File: src/rtl/sr_cmd_gen.sv
// Command generator for the SR flip-flop: synchronizes and debounces the set/clear buttons
// and emits exclusive one-shot S/R pulses with a dead cycle between them. Optional toggle button under SR_CMD_TOGGLE_EN.
module sr_cmd_gen #(
  parameter int DEB_CYCLES = 4,
  parameter int PULSE_LEN  = 1
) (
  input  logic CLK,
  input  logic rst,
  input  logic set_btn,
  input  logic clr_btn,
`ifdef SR_CMD_TOGGLE_EN
  input  logic tgl_btn,
  input  logic q_fb,
`endif
  output logic S,
  output logic R,
  output logic busy,
  output logic conflict
);

`ifdef SR_CMD_TOGGLE_EN
  localparam int NB = 3;
`else
  localparam int NB = 2;
`endif
  localparam int CW = $clog2(DEB_CYCLES + 1);

  typedef enum logic [1:0] {IDLE, PULSE_S, PULSE_R, GAP} state_t;

  logic [NB-1:0] btn, b1, b2, lvl, lvl_d, req;
  logic [CW-1:0] cnt [NB];

  state_t     state;
  logic [3:0] pcnt;
  logic       pend_vld, pend_set;
  logic       rs, rc, set_c, clr_c, conf_c, launch, launch_set;

`ifdef SR_CMD_TOGGLE_EN
  assign btn = {tgl_btn, clr_btn, set_btn};
`else
  assign btn = {clr_btn, set_btn};
`endif

  // Synchronizer, debounce and rising-edge strobe, one lane per button
  always_ff @(posedge CLK) begin
    if (rst) begin
      b1    <= '0;
      b2    <= '0;
      lvl   <= '0;
      lvl_d <= '0;
      req   <= '0;
      for (int i = 0; i < NB; i++) cnt[i] <= '0;
    end else begin
      b1    <= btn;
      b2    <= b1;
      lvl_d <= lvl;
      req   <= lvl & ~lvl_d;
      for (int i = 0; i < NB; i++) begin
        if (b2[i] == lvl[i]) begin
          cnt[i] <= '0;
        end else if (cnt[i] == CW'(DEB_CYCLES - 1)) begin
          lvl[i] <= b2[i];
          cnt[i] <= '0;
        end else begin
          cnt[i] <= cnt[i] + 1'b1;
        end
      end
    end
  end

  // Request arbitration; a toggle resolves to set or clear from the flop's current Q
  always_comb begin
    rs = req[0];
    rc = req[1];
`ifdef SR_CMD_TOGGLE_EN
    conf_c = (rs & rc) | (req[2] & (rs | rc));
    set_c  = (rs | (req[2] & ~q_fb)) & ~conf_c;
    clr_c  = (rc | (req[2] &  q_fb)) & ~conf_c;
`else
    conf_c = rs & rc;
    set_c  = rs & ~rc;
    clr_c  = rc & ~rs;
`endif
    // A fresh request at the GAP edge wins over the stored one
    launch     = set_c | clr_c | (~conf_c & pend_vld);
    launch_set = set_c | (~clr_c & ~conf_c & pend_vld & pend_set);
  end

  // Pulse FSM with registered outputs
  always_ff @(posedge CLK) begin
    if (rst) begin
      state    <= IDLE;
      S        <= 1'b0;
      R        <= 1'b0;
      busy     <= 1'b0;
      conflict <= 1'b0;
      pcnt     <= '0;
      pend_vld <= 1'b0;
      pend_set <= 1'b0;
    end else begin
      conflict <= conf_c;
      case (state)
        IDLE: begin
          pcnt <= '0;
          if (set_c) begin
            state <= PULSE_S;
            S     <= 1'b1;
            busy  <= 1'b1;
          end else if (clr_c) begin
            state <= PULSE_R;
            R     <= 1'b1;
            busy  <= 1'b1;
          end
        end
        PULSE_S, PULSE_R: begin
          if (conf_c) begin
            pend_vld <= 1'b0;
          end else if (set_c | clr_c) begin
            pend_vld <= 1'b1;
            pend_set <= set_c;
          end
          if (pcnt == 4'(PULSE_LEN - 1)) begin
            state <= GAP;
            S     <= 1'b0;
            R     <= 1'b0;
          end else begin
            pcnt <= pcnt + 4'd1;
          end
        end
        GAP: begin
          pend_vld <= 1'b0;
          pcnt     <= '0;
          if (launch) begin
            state <= launch_set ? PULSE_S : PULSE_R;
            S     <= launch_set;
            R     <= ~launch_set;
          end else begin
            state <= IDLE;
            busy  <= 1'b0;
          end
        end
        default: begin
          state <= IDLE;
          S     <= 1'b0;
          R     <= 1'b0;
          busy  <= 1'b0;
        end
      endcase
    end
  end

endmodule

File: config.mk
export PLATFORM = sky130hd
export DESIGN_NAME = sr_cmd_gen
export DESIGN_NICKNAME = d
export VERILOG_FILES = /design/src/rtl/sr_cmd_gen.sv
export SDC_FILE = /design/constraint.sdc
export NUM_CORES = 1
export LEC_CHECK = 0
export BUFFER_PORTS_ARGS = -buffer_cell sky130_fd_sc_hd__buf_2
export CAP_MARGIN = 0
export CELL_PAD_IN_SITES_DETAIL_PLACEMENT = 0
export CELL_PAD_IN_SITES_GLOBAL_PLACEMENT = 1
export CORE_ASPECT_RATIO = 0.5
export CORE_MARGIN = 4
export CORE_UTILIZATION = 45
export CTS_CLUSTER_SIZE = 25
export DETAILED_ROUTE_END_ITERATION = 12
export PLACE_DENSITY = 0.8
export SLEW_MARGIN = 10
export SYNTH_ARGS = -nofsm -noshare
export SYNTH_HDL_FRONTEND = slang
export SYNTH_SLANG_ARGS = --single-unit
export TNS_END_PERCENT = 30
File: constraint.sdc
create_clock -name CLK -period 4.35 [get_ports CLK]
set_clock_uncertainty 0.2 [all_clocks]
set_input_delay 0.6525 -clock CLK [delete_from_list [all_inputs] [get_ports CLK]]
set_output_delay 0.6525 -clock CLK [all_outputs]
set_load 0.03 [all_outputs]
==> impl_metrics.env <==
export IMPL_outcome="completed"
export IMPL_die_area_sq_um=3910
export IMPL_synth_seq_cells=28
export IMPL_fin_crit_sh_pct=44.4
export IMPL_gp_congestion=0.814
export IMPL_report_final_slew_viol_count=0
export IMPL_postSynthCellCount=130
export IMPL_io_buffers=7
export IMPL_r2r_cells=6
export IMPL_rrSetupSlack_ps=2420
export IMPL_preCtsSetupSlack_ps=2420
export IMPL_grt_pass1_vias=756
export IMPL_rsz0062_at_grt="no"
export IMPL_insertion_delay_ps=270
export IMPL_first_pass_iters=4
export IMPL_setup_violations=0
export IMPL_synth_flop_cell="dfxtp_1"
export IMPL_final_cell_mix="dfxtp_1 (22), nor2b_1 (14), nor2_1 (13)"
export IMPL_cts_clk_slew_worst_paths_ps=90
export IMPL_grt_ovfl_total=0
export IMPL_io_pins=8
export IMPL_cts_buffers=3
export IMPL_finalHoldViolations=0
export IMPL_ys_warn_count=0
export IMPL_cts_root_buf="clkbuf_8"
export IMPL_core_sq_um=2700
export IMPL_crit_chain="inv_1 > ha_1 > or3b_1 > a221oi_4 > mux2i_1 > nor2_1"
export IMPL_grt_max_degree=23
export IMPL_met3WireLength_microns=71
export IMPL_postPlaceCellArea_sq_um=1400
export IMPL_cts_setup_buffers=0
export IMPL_final_cells=179
export IMPL_dp_hpwl_microns=1410
export IMPL_postCtsHoldBufs=0
export IMPL_timing_final_ws_setup_ps=2420
export IMPL_fillers=269
export IMPL_design_area_sq_um=1470
export IMPL_clock_path_buffers=2
export IMPL_cp_start_kind="flop"
export IMPL_wl_microns=1900
export IMPL_async_flop_share_pct=0
export IMPL_synth_area_sq_um=1320
export IMPL_cp_depth=6
export IMPL_final_nets=159
export IMPL_hold_class="reg -> reg"
export IMPL_wire_per_inst_microns=10.6
export IMPL_synth_avg_cell_area_sq_um=10.1
export IMPL_wl_met1_microns=1020
export IMPL_yosys_cell_types_count=33
export IMPL_row_count=13
export IMPL_crit_buf_inv=1
export IMPL_met2_length_microns=818
export IMPL_die_x_microns=84.5
export IMPL_clkSinkCount=28
export IMPL_whs_ps=188
export IMPL_grt_pass1_wl_microns=3360
export IMPL_cpMaxStageDelayCell="or3b_1"
export IMPL_cts_repair_resize_count=0
export IMPL_fin_crit_ps=1930
export IMPL_critPathTopFamily="simple AND/OR/NAND/NOR gates"
export IMPL_finish_utilization_pct=54.3
export IMPL_endpoint_kind="flop"
export IMPL_hold_depth=1
export IMPL_drive_gt1_share_pct=9.86
export IMPL_grt_usage_pct=11.1
export IMPL_fmax_mhz=518
export IMPL_cts_tree="done"
export IMPL_crit_type="reg -> reg"
export IMPL_powerDensity_nw_per_um2=460
export IMPL_worstPathMaxFanout=5
export IMPL_synthToLayoutAreaGrowth_pct=11.3
export IMPL_drc=0
export IMPL_chipHeight_microns=46.3
export IMPL_vias=831
export IMPL_cp_slowest_stage_delay_ps=480
export IMPL_antenna_found_initial=0
export IMPL_drtIter0Drc=37
export IMPL_vias_per_cell=4.64
export IMPL_arrival_ps=1890
export IMPL_yosysSeqAreaShare_pct=47.1
export IMPL_worstPathRequired_ps=4310
export IMPL_routed_top_layer="met3"
export IMPL_diodes=0
export IMPL_place_inst=175
export IMPL_final_common_cell="dfxtp_1"
export IMPL_cts_htree_levels=1
export IMPL_tns_ps=0
export IMPL_initial_core_util_pct=48.8
export IMPL_detail_route_antenna_nets=0
export IMPL_maxCapViolCount=0
export IMPL_leakage_nw=0.602
export IMPL_synth_edf_count=6
export IMPL_vdd_drop_max_uv=249
export IMPL_finalPower_mw=0.674
-- cell families (layout without fill, tap and decap cells) --
family	Yosys count	after routing	share of synthesized area (%)
other cells	1	6	0.285
fa+ha+maj	12	12	11.4
flops	28	28	47.1
buf+inv	16	23	5.13
mux	4	4	3.04
simple gates	47	47	19.8
xor+xnor	5	5	3.32
compound gates	17	17	9.97
-- synth_stat cells (all sizes together) (2+ instances only) --
library cell | n | area, sq um
edfxtp | 6 | 180
nand3b | 2 | 15.0
nand3 | 2 | 10.0
nand2 | 4 | 15.0
mux2i | 4 | 40.0
inv | 12 | 45.0
nor2 | 13 | 48.8
buf | 2 | 15.0
or3 | 2 | 12.5
a31oi | 4 | 25.0
o21ai | 2 | 10.0
ha | 12 | 150
xnor2 | 4 | 35.0
clkbuf | 2 | 7.51
a21oi | 5 | 28.8
nor3b | 3 | 22.5
nor2b | 14 | 87.6
a21o | 2 | 15.0
nor3 | 2 | 10.0
dfxtp | 22 | 440
-- layer usage --
metal | GRT usage, % | vias up
met3 | 4.29 | 0
met5 | 0 | -
li1 | - | 454
met4 | 1.89 | 0
met1 | 14.7 | 368
met2 | 17.6 | 9
-- worst paths after layout --
check	startpoint	to
setup / recovery	pcnt[0]	S
hold reg to reg	lvl_d[1]	req[1]
hold / removal	lvl_d[1]	req[1]
setup reg to reg	pcnt[0]	S
-- final cells by class --
class | instances | area [sq um] | area share [%]
Clock inverter | 1 | 30.0 | 2.05
Sequential cell | 28 | 621 | 42.3
Multi-Input combinational cell | 91 | 648 | 44.2
Inverter | 12 | 45.0 | 3.07
Timing Repair Buffer | 7 | 35.0 | 2.39
Tap cell | 37 | 46.3 | 3.16
Clock buffer | 3 | 41.3 | 2.82
-- where the power goes --
part           leakage, nW  total (mW)  internal (mW)  switching (mW)
combinational        0.326       0.182         0.0773           0.105
clock               0.0357       0.200          0.123          0.0767
sequential           0.241       0.292          0.283         0.00933
-- state kept, by name, summed over array words and instances (netlist names) --
register and flops:
S 1, b2 2, pend_set 1, pend_vld 1
cnt 6, pcnt 4, state 2, lvl_d 2
lvl 2, req 2, conflict 1, b1 2
busy 1, R 1
Note: power is estimated with default switching activity, not from simulation.
